<file path="config.mk">
export PLATFORM = sky130hd
export DESIGN_NAME = uart_tx_fifo
export DESIGN_NICKNAME = d
export VERILOG_FILES = /design/src/rtl/uart_tx_fifo.sv
export SDC_FILE = /design/constraint.sdc
export NUM_CORES = 1
export LEC_CHECK = 0
export ABC_CLOCK_PERIOD_IN_PS = 6500
export CORE_MARGIN = 2
export CORE_UTILIZATION = 44
export CTS_BUF_LIST = sky130_fd_sc_hd__clkbuf_4 sky130_fd_sc_hd__clkbuf_8
export DETAILED_ROUTE_END_ITERATION = 10
export PLACE_DENSITY = 0.63
export RECOVER_POWER = 50
export SLEW_MARGIN = 20
export SYNTH_ARGS = -nofsm -noshare
export SYNTH_HDL_FRONTEND = slang
export SYNTH_SLANG_ARGS = --single-unit
</file>
<file path="constraint.sdc">
create_clock -name i_clock -period 6.5 [get_ports i_clock]
set_input_delay 1.3 -clock i_clock [delete_from_list [all_inputs] [get_ports i_clock]]
set_output_delay 1.3 -clock i_clock [all_outputs]
set_load 0.05 [all_outputs]
</file>
<file path="src/rtl/uart_tx_fifo.sv">
// Byte FIFO in front of a UART transmitter: buffers producer writes and launches
// them one at a time through the transmitter's begin/busy/done handshake.
module uart_tx_fifo #(
  parameter int unsigned DEPTH      = 16,
  parameter int unsigned ADDR_WIDTH = 4
) (
  input  logic                  i_clock,
  input  logic                  i_reset_n,
  input  logic                  i_wrEn,
  input  logic [7:0]            i_wrData,
  output logic                  o_full,
  output logic                  o_empty,
  output logic [ADDR_WIDTH:0]   o_count,
  output logic                  o_overflow,
  output logic                  o_idle,
  output logic                  o_txBegin,
  output logic [7:0]            o_txData,
  input  logic                  i_txBusy,
  input  logic                  i_txDone
);

  typedef enum logic [1:0] {
    StIdle,
    StLaunch,
    StWaitBusy,
    StWaitDone
  } state_e;

  localparam logic [ADDR_WIDTH:0] FullCount = (ADDR_WIDTH + 1)'(DEPTH);

  state_e                state_q, state_d;
  logic [7:0]            mem_q [DEPTH];
  logic [ADDR_WIDTH-1:0] wr_ptr_q, rd_ptr_q;
  logic [ADDR_WIDTH:0]   count_q, count_d;
  logic                  overflow_q;
  logic                  tx_begin_q;
  logic [7:0]            tx_data_q;

  logic full, empty, push, pop;

  assign full  = (count_q == FullCount);
  assign empty = (count_q == '0);
  // Full is judged on the registered count, so a same-cycle pop cannot rescue a write.
  assign push  = i_wrEn && !full;
  assign pop   = (state_q == StIdle) && !empty && !i_txBusy;

  always_comb begin
    count_d = count_q;
    if (push && !pop) begin
      count_d = count_q + (ADDR_WIDTH + 1)'(1);
    end else if (pop && !push) begin
      count_d = count_q - (ADDR_WIDTH + 1)'(1);
    end
  end

  always_comb begin
    state_d = state_q;
    unique case (state_q)
      StIdle: begin
        if (pop) state_d = StLaunch;
      end
      StLaunch: begin
        state_d = StWaitBusy;
      end
      StWaitBusy: begin
        // A done with no visible busy phase means the frame is already finished.
        if (i_txDone) begin
          state_d = StIdle;
        end else if (i_txBusy) begin
          state_d = StWaitDone;
        end
      end
      StWaitDone: begin
        if (i_txDone) state_d = StIdle;
      end
      default: state_d = StIdle;
    endcase
  end

  always_ff @(posedge i_clock) begin
    if (push) begin
      mem_q[wr_ptr_q] <= i_wrData;
    end
  end

  always_ff @(posedge i_clock or negedge i_reset_n) begin
    if (!i_reset_n) begin
      state_q    <= StIdle;
      wr_ptr_q   <= '0;
      rd_ptr_q   <= '0;
      count_q    <= '0;
      overflow_q <= 1'b0;
      tx_begin_q <= 1'b0;
      tx_data_q  <= 8'h00;
    end else begin
      state_q    <= state_d;
      count_q    <= count_d;
      overflow_q <= i_wrEn && full;
      tx_begin_q <= pop;
      if (push) begin
        wr_ptr_q <= wr_ptr_q + ADDR_WIDTH'(1);
      end
      if (pop) begin
        rd_ptr_q  <= rd_ptr_q + ADDR_WIDTH'(1);
        tx_data_q <= mem_q[rd_ptr_q];
      end
    end
  end

  assign o_full     = full;
  assign o_empty    = empty;
  assign o_count    = count_q;
  assign o_overflow = overflow_q;
  assign o_txBegin  = tx_begin_q;
  assign o_txData   = tx_data_q;
  assign o_idle     = empty && (state_q == StIdle) && !i_txBusy;

endmodule

</file>
== After elaboration in Yosys (flattened, before gate mapping) ==
Memory sizes are Yosys's and may differ from the RTL's. A register that Yosys moved wholly into a read port is not among the register bits.
Cells that the tools add are included.

* Register bits after elaboration: 17
* Memories: 1
* Memory bits (writable): 128
* Input bits: 13
* Word-level logic and storage cells: 45

{| class="wikitable"
|+ Memory list
! memory !! words !! width !! read ports !! clocked after Yosys merged registers in !! wr ports !! line !! text
|-
| mem_q || 16 || 8 || 1 || 1 || 1 || 32 || <nowiki>logic [7:0] mem_q [DEPTH];</nowiki>
|}

* Reduce and logical (&&, ||, !) cells: 18
* Equal/unequal tests: 7
* Multiplexer cells: 9
* $add $sub $neg: 4

{| class="wikitable"
|+ Operators with widths
! kind !! count
|-
| 2-to-1 mux 5 bit || 2
|-
| adder 4 x 1 -> 4 bit (second input constant) || 2
|-
| logical AND 1 bit || 8
|-
| 2-to-1 mux 2 bit || 4
|-
| case mux 2 bit (4 select lines) || 1
|-
| logical NOT 1 bit || 6
|-
| adder 5 x 1 -> 5 bit (second input constant) || 1
|-
| equality test 5 bit (second input constant) || 1
|-
| logical NOT 5 bit || 1
|-
| subtractor 5 x 1 -> 5 bit (second input constant) || 1
|-
| equality test 2 bit (second input constant) || 2
|-
| != test 2 bit (second input constant) || 2
|-
| != test 3 bit (second input constant) || 1
|-
| AND reduction 3 bit || 1
|-
| equality test 2 x 1 -> 1 bit (second input constant) || 1
|-
| logical NOT 2 bit || 1
|-
| 2-to-1 mux 1 bit || 2
|-
| nonzero test 2 bit || 1
|}

== Longest topological paths before layout ==
Gate-level depths: netlist (run 1).

* Word-level depth: 7
* Gate-level depth with buffers: 10

== Worst setup path after synthesis (run 1) ==
No wires, ideal clock.

* Path kind: input to output
* From: input i_txBusy
* To: output o_idle
* Required time: 5.200 ns
* Slack: 3.275 ns
* Arrival: 1.925 ns
* Buffers on the path: 0
* Cell stages on the path: 2
* Cells stage by stage: nor3_1 and3_1

* Word-level cells in the longest chain between the ends: 2

{| class="wikitable"
|+ RTL lines
! item !! line !! text
|-
| from (decl) || 18 || <nowiki>input logic i_txBusy,</nowiki>
|-
| logical NOT 1 bit || 116 || <nowiki>assign o_idle = empty && (state_q == StIdle) && !i_txBusy;</nowiki>
|-
| logical AND 1 bit || 116 ||
|-
| to (decl) || 15 || <nowiki>output logic o_idle,</nowiki>
|}

No other way between the ends.

== Worst setup path in the final report (run 1) ==
Ends and elaborated chain as after synthesis.

==> impl_metrics.yaml, run 1 <==
run_status:
  status: "complete, no violations"
power:
  ir_drop_mv: 0.156
  p_per_area_mw_per_mm2: 443
  p_seq_frac: 0.432
  power.switching_uw: 1070
  internal_power_uw: 2040
  p_leak_uw: 0.00242
  clock_power_share: 0.224
  p_sw_frac: 0.345
  combinationalPowerShare: 0.345
synth:
  ys_seq_area_frac: 0.725
  synth-adder-area-share: 0.0215
  synth_cells: 325
  syn_area_mm2: 0.00617
  synth_top_family_by_area: "multiplexers"
  synth-simple-area-share: 0.0391
  yosysUniqueCellTypes: 35
  yosysTopAreaCellShare: 0.623
  synth-xor-area-share: 0.0142
  synth-compound-area-share: 0.0400
  yosys_warnings: 0
  synth_area_leaders: "edfxtp_1, dfrtp_1, mux4_2"
  synth.largest_area_cell: "edfxtp_1"
  avgSynthCellArea_um2: 19.0
  synth-seq-cells: 153
  synthMuxAreaShare: 0.138
  synth_fp_nets: 348
global_routing:
  grt_pass1_wl_um: 18000
  grt_max_degree: 35
  antenna_found_initial: 0
  track_usage: 0.169
  grt_overflow: 0
  grt_pass1_vias: 3098
cells_and_area:
  num_antenna_cells: 0
  layout.cells.non_filler: 558
  fillers: 1144
  drive_gt1_frac: 0.161
  final_nets: 388
  area_growth_syn_to_layout_pct: 13.8
worst_setup_path:
  cp_slowest_cell: "clkdlybuf4s50_1"
  crit_type: "in2out"
  path_buf_inv: 2
  cp.arrival_ns: 3.04
  cpPeakStageDelay_ns: 0.80
  required_ns: 5.20
  path_cells: "dlygate4sd3_1, nor3_1, and3_1, clkdlybuf4s50_1"
  critPathLaunchType: "input pin"
  crit_family: "buffers and inverters"
  end_kind: "output port"
  critPathMaxFanout: 2
route:
  drtIter0Drc: 245
  dr_total_vias: 3037
  wl_per_cell_um: 20.5
  drc: 0
  wirelength_um: 11400
  vias_per_cell: 5.44
  dr.pass1.iters: 4
  ant_nets: 0
timing:
  tns_ns: 0
  skew_ns: 0.0106
  rsz0062_at_grt: "false"
  setup_viol_count_final: 0
  fin_crit_sh: 0.668
  post-route-min-period_ns: 4.34
  hold_viol: 0
  timing.hold.ws_ns: 0.493
  max_freq_mhz: 230
  worstMarginPinSlew_ns: 1.40
  slew_viol_final: 0
  slew_headroom: 0.0649
clock_network:
  cts_root_buf: "clkbuf_8"
  postCtsResizedCells: 0
  insertion_delay_ns: 0.44
  post_cts_buffers: 0
  holdBufCountCts: 0
  cts-htree-levels: 4
  cts_tree: "done"
  numCtsBuffers: 17
  cts_buffer_depth: 2
  numClockSinks: 153
  clkTransAtPathRegs_ns: 0.08
placement:
  place_inst: 526
  port_buffers: 30
  dp_hpwl_um: 7070
  gp_congestion: 0.733
die:
  die_area_mm2: 0.0150
  placementRows: 43
  core-area_mm2: 0.0138
  ios: 31
  start_util: 0.448
  die_w_um: 122
  die_h_um: 122
job:
  maxCapViolations: 0
worst_hold_path:
  hp-class: "reg2reg"
[power groups by stage]
stage | logic [µW] | clock network, µW | registers [µW]
4_1_cts | 1090 | 714 | 1340
2_1_floorplan | 724 | 0 | 1450
3_3_place_gp | 1080 | 0 | 1360
5_1_grt | 1170 | 756 | 1360
3_5_place_dp | 1090 | 0 | 1370
6_report | 1070 | 696 | 1340
[path summary, 6_finish.rpt]
kind	start	endpoint	cells past startpoint	slack (ns)
worst max-delay path	i_txBusy	o_idle	4	2.16
worst min-delay path	state_q[1]$_DFFE_PN0P_	state_q[1]$_DFFE_PN0P_	1	0.49
worst max register to register	o_count[0]$_DFFE_PN0P_	o_count[4]$_DFFE_PN0P_	10	2.91
worst min register to register	state_q[1]$_DFFE_PN0P_	state_q[1]$_DFFE_PN0P_	1	0.49
max in group asynchronous	i_reset_n	rd_ptr_q[0]$_DFFE_PN0P_	2	3.87
min in group asynchronous	i_reset_n	o_count[1]$_DFFE_PN0P_	2	1.71
[cells in the final DEF, fill, tap and decap left out, drive strengths merged]
cell type / n
a211o: 8
a21boi: 1
a21o: 2
a21oi: 10
a22o: 8
and3: 2
buf: 7
bufinv: 2
clkbuf: 19
clkdlybuf4s50: 18
clkinv: 6
clkinvlp: 3
dfrtp: 25
dlygate4sd3: 12
edfxtp: 128
fa: 1
ha: 9
inv: 10
mux2: 1
mux2i: 9
mux4: 32
nand2: 12
nand2b: 3
nand4: 2
nor2: 17
nor2b: 8
nor3: 5
nor4: 1
o21ai: 6
or4: 1
xnor2: 9
xor2: 1
[cell families (layout without fill, tap and decap cells)]
group / Yosys count / in the layout
AOI/OAI and AO/OA: 35 / 35
xor gates and xnor gates: 10 / 10
adders and majority gates: 10 / 10
buffers and inverters: 24 / 77
DFF: 153 / 153
muxes: 42 / 42
and+or+nand+nor: 51 / 51
[per-layer routing]
metal | track usage | share of wire
met1 | 0.222 | 0.43
met2 | 0.267 | 0.50
met3 | 0.0432 | 0.049
met4 | 0.0776 | 0.018
met5 | 0 | 0
[Yosys cell counts, drive strengths merged]
| library cell | count |
|---|---|
| a211o | 8 |
| a21boi | 1 |
| a21o | 2 |
| a21oi | 10 |
| a22o | 8 |
| and3 | 2 |
| buf | 13 |
| clkbuf | 5 |
| dfrtp | 25 |
| edfxtp | 128 |
| fa | 1 |
| ha | 9 |
| inv | 6 |
| mux2 | 1 |
| mux2i | 9 |
| mux4 | 32 |
| nand2 | 12 |
| nand2b | 3 |
| nand4 | 2 |
| nor2 | 17 |
| nor2b | 8 |
| nor3 | 5 |
| nor4 | 1 |
| o21ai | 6 |
| or4 | 1 |
| xnor2 | 9 |
| xor2 | 1 |
[registers in the layout (all words and copies together) (netlist names)]
name / count
o_overflow: 1
o_count: 5
state_q: 2
o_txBegin: 1
rd_ptr_q: 4
wr_ptr_q: 4
mem_q: 128
o_txData: 8
[cell type report]
type | instances | area (µm²) | share of cell area
inverter | 6 | 22.5 | 0.00321
tap | 180 | 225 | 0.0321
clock inverter | 15 | 150 | 0.0214
timing repair buffer | 39 | 360 | 0.0513
clock buffer | 17 | 234 | 0.0333
sequential | 153 | 4470 | 0.637
multi-input combinational | 148 | 1560 | 0.222
[per-stage QoR]
step / setup slack [ns] / utilization / power [µW] / instance area, µm²
finish: 2.16 / 0.510 / 3110 / 7020
global route: 2.02 / 0.510 / 3290 / 7020
CTS: 2.27 / 0.510 / 3150 / 7030
detailed placement: 2.28 / 0.483 / 2460 / 6650
floorplan: 3.27 / - / 2170 / 6170
global placement: 2.33 / 0.483 / 2440 / 6650
[worst register-to-register path, delay by kind of cell, from the launching register on]
family | cells | cell delay [ns]
AO/OA/AOI/OAI | 3 | 0.52
buffers and inverters | 2 | 0.83
flip-flops | 1 | 0.46
adder cells (fa/ha/maj) | 2 | 0.73
multiplexers | 1 | 0.23
AND/OR/NAND/NOR | 1 | 0.62
XOR/XNOR | 1 | 0.13
Note: power is estimated with default switching activity, not from simulation.
==> run 2, diff against run 1 <==
ABC_CLOCK_PERIOD_IN_PS = 4100   (was 6500)
clock period = 4.1 ns   (was 6.5 ns; I/O delays follow)
==> run 2 against run 1 <==
Against the previous run:
- clock skew barely moved
- worst hold slack improved by 0.0049 ns
- sequential share of layout area fell by 0.49 points
- register-to-register slack got worse by 1.9 ns
- largest cell class unchanged
- via count fell by 0.86%
==> impl_metrics.yaml, run 2 (same netlist as run 1, synthesis figures left out) <==
worst_hold_path:
  hp-class: "reg2reg"
  whs_path_depth: 1
timing:
  setup_viol_count_final: 0
  worstMarginPinSlew_ns: 1.35
  slew_viol_final: 0
  hold_viol: 0
  slew_headroom: 0.0993
  tns_ns: 0
  max_freq_mhz: 294
  skew_ns: 0.0104
  rsz0062_at_grt: "false"
  post-route-min-period_ns: 3.40
  fin_crit_sh: 0.830
worst_setup_path:
  required_ns: 4.46
  end_kind: "flop"
  reg2reg_slack_ns: 1.01
  critPathLaunchType: "input pin"
  path_cells: "dlygate4sd3_1, a21boi_0, ha_1, inv_1, fa_1, a21o_1, a21oi_1, mux2i_1, xnor2_1"
  critPathMaxFanout: 9
  reg2reg_depth: 9
  cp_slowest_cell: "a21boi_0"
  cp.arrival_ns: 3.77
  crit_type: "in2reg"
  cpPeakStageDelay_ns: 0.83
route:
  ant_nets: 0
  wirelength_um: 11300
  met3_length_um: 542
  m1WireLength_um: 4710
  drtIter0Drc: 177
  dr.pass1.iters: 4
  vias_per_cell: 5.39
  dr_total_vias: 3011
  wl_per_cell_um: 20.3
  top_layer: "met4"
  drc: 0
  wl_met2_um: 5980
clock_network:
  insertion_delay_ns: 0.43
  clkTransAtPathRegs_ns: 0.08
  postCtsResizedCells: 0
  holdBufCountCts: 0
  cts_buffer_depth: 2
  numCtsBuffers: 17
  post_cts_buffers: 0
  numClockSinks: 153
  cts_tree: "done"
  cts-htree-levels: 4
  cts_root_buf: "clkbuf_8"
cells_and_area:
  mostFrequentLayoutCells: "edfxtp_1, mux4_2, dfrtp_1, clkbuf_8, clkdlybuf4s50_1"
  design_area_mm2: 0.00708
  drive_gt1_frac: 0.182
  num_antenna_cells: 0
  area_growth_syn_to_layout_pct: 14.7
  final_nets: 389
  largest_reg_flops: 128
  final_common_cell: "edfxtp_1"
  post-route-util: 0.514
  regMostFlops: "mem_q"
global_routing:
  grt_pass1_wl_um: 17900
  grt_pass1_vias: 3152
  track_usage: 0.170
  grt_overflow: 0
  antenna_found_initial: 0
  grt_max_degree: 27
job:
  maxCapViolations: 0
die:
  placementRows: 43
  die_w_um: 122
  core-area_mm2: 0.0138
  start_util: 0.448
  die_h_um: 122
  die_area_mm2: 0.0150
  ios: 31
power:
  p_leak_uw: 0.00246
  ir_drop_mv: 0.264
  p_per_area_mw_per_mm2: 714
run_status:
  status: "complete, no violations"
placement:
  dp_hpwl_um: 7330
  port_buffers: 30
  gp_congestion: 0.743
  place_area_mm2: 0.00665
[run 2: cell count changes in the layout (fill, tap and decap cells not counted), moves of 2 or more]
cell           previous run  this run
clkinvlp_4                3         1
buf_4                     7         9
clkinv_1                  4         0
clkbuf_8                 17        20
inv_4                     0         2
dlygate4sd3_1            12        10
[run 2: final timing paths]
check,from,endpoint
setup reg to reg,o_count[0]$_DFFE_PN0P_,o_count[4]$_DFFE_PN0P_
hold reg to reg,state_q[1]$_DFFE_PN0P_,state_q[1]$_DFFE_PN0P_
hold / removal,state_q[1]$_DFFE_PN0P_,state_q[1]$_DFFE_PN0P_
setup / recovery,i_wrEn,o_count[4]$_DFFE_PN0P_
min in group asynchronous,i_reset_n,o_count[3]$_DFFE_PN0P_
max in group asynchronous,i_reset_n,rd_ptr_q[2]$_DFFE_PN0P_
[run 2: layer usage]
layer	vias to the layer above	GRT usage
li1	1371	-
met1	1561	0.211
met2	75	0.285
met3	4	0.0465
met4	0	0.0625
met5	-	0
[run 2: worst max-delay path, delay by kind of cell]
family,cells,cell delay [ns]
mux,1,0.24
buf+inv,2,0.65
xor+xnor,1,0.13
compound gates,3,1.19
fa+ha+maj,2,0.73
[run 2: final cells by class]
cell class	instances	area, µm²
Clock inverter	12	159
Sequential cell	153	4470
Inverter	6	22.5
Multi-Input combinational cell	148	1560
Timing Repair Buffer	40	365
Clock buffer	20	275
Tap cell	180	225
Fill cell	1131	6700
[run 2: per-stage QoR]
step	cells	power (µW)	hold WS [ns]	setup WS [ns]
after CTS	559	5120	0.360	0.714
after global placement	527	3880	0.485	0.889
after global routing	559	5340	0.543	0.528
after floorplan	325	3440	0.449	1.00
after detailed placement	527	3920	0.494	0.843
final	559	5050	0.498	0.695
[run 2: power by group]
| part | leakage (µW) | total, µW | internal, µW | switching [µW] |
|---|---|---|---|---|
| registers | 0.00146 | 2260 | 1940 | 320 |
| logic | 0.000774 | 1590 | 764 | 822 |
| clock network | 0.000221 | 1210 | 658 | 551 |
| total | 0.00246 | 5050 | 3360 | 1690 |
==> patch (flow settings as in run 2) <==
Set the parameter `DEPTH` to 8 (it was 16).
--- a/src/rtl/uart_tx_fifo.sv
+++ b/src/rtl/uart_tx_fifo.sv
@@ -1,7 +1,7 @@
 // Byte FIFO in front of a UART transmitter: buffers producer writes and launches
 // them one at a time through the transmitter's begin/busy/done handshake.
 module uart_tx_fifo #(
-  parameter int unsigned DEPTH      = 16,
+  parameter int unsigned DEPTH      = 8,
   parameter int unsigned ADDR_WIDTH = 4
 ) (
   input  logic                  i_clock,
Check against the original RTL: not equivalent (Yosys sat finds a counterexample within 10 cycles, from zero or initial values and one cycle with i_reset_n low).
==> patch against run 2 <==
- design area shrank 40%
- power shrank 36%
- routed wire length shrank 47%
- global-route usage shrank 1.7 points
- sequential cell count shrank 66
- via count shrank 39%
- setup slack lost 0.029 ns
- synthesized area shrank 42%
- critical path type is now in2out
- largest power group unchanged
==> patch: results (changes against run 2) <==
hold endpoint o_txData[5] (was state_q[1]); worst skew pair latency 0.36 ns (was 0.43 ns); All-Layer GR Usage 15.3% (was 17.0%); Static Leak 1.54 nW (was 2.46 nW); Synth top cells by count 64 x edfxtp_1, 23 x dfrtp_1, 17 x nand2_1 (was 128 x edfxtp_1, 25 x dfrtp_1, 24 x mux4_2); slowest stage delay, CP 0.79 ns (was 0.83 ns); reg-to-reg startpoint o_count[4] (was o_count[0]); final clock skew 0.0121 ns (was 0.0104 ns); met2 wire len 2870 um (was 5980 um); hpwl dp 3950 um (was 7330 um); sw frac 36.0% (was 33.5%); crit path DAT 2.61 ns (was 3.77 ns); Critical path origin i_txBusy (was i_wrEn); GR Util met3 4.90% (was 4.65%); CTS buffer count 9 (was 17); Yosys cell types 36 (was 35); P_clk 725 uW (was 1.21 mW); hold path startpoint o_txData[5] (was state_q[1]); outcome complete, no violations (unchanged); slowest stage cell, crit path clkdlybuf4s50_1 (was a21boi_0); 1st-iter DRT viols 93 (was 177); share of cells above drive strength 1 15.9% (was 18.2%); Nets 267 (was 389); register area share after synthesis 69.7% (was 72.5%); met1 Use GR 21.4% (was 21.1%); WHS Path Cells 2 (was 1); final WL 6060 um (was 11,300 um); max_slew headroom 19.6% (was 9.93%); first-pass GRT wire length 9720 um (was 17,900 um); net count after synthesis 228 (was 348); H-tree depth 3 (was 4); family with the most delay on the worst path buffers and inverters (was compound AO/OA/AOI/OAI gates); vias 1,839 (was 3,011); Setup crit end o_idle (was o_count[4]); met3 WL 309 um (was 542 um)
patch: cells by family after synthesis:
kind of cell / count (synthesis) / share of synthesized area (%)
AO/OA/AOI/OAI: 20 / 3.67
XOR/XNOR: 7 / 1.71
adder cells (fa/ha/maj): 8 / 3.00
buffers and inverters: 15 / 2.83
flip-flops: 87 / 69.7
multiplexers: 26 / 13.2
AND/OR/NAND/NOR: 44 / 5.84
patch: layout make-up:
cell class | count | area [um2]
flip-flops and latches | 87 | 2500
clock buffers | 9 | 124
well taps | 102 | 128
fillers | 642 | 3590
clock inverters | 7 | 128
repair buffers | 36 | 339
multi-input cells | 105 | 975
inverters | 7 | 26.3
patch: stage by stage:
step	std cells	cell area [um2]	total power, mW	hold WS [ns]	setup slack, ns
final	353	4220	3.23	0.478	0.666
after global routing	353	4220	3.43	0.509	0.493
after CTS	353	4230	3.28	0.489	0.639
after detailed placement	337	3980	2.56	0.469	0.638
after global placement	337	3980	2.54	0.464	0.735
after floorplan	207	3580	2.24	0.459	1.19
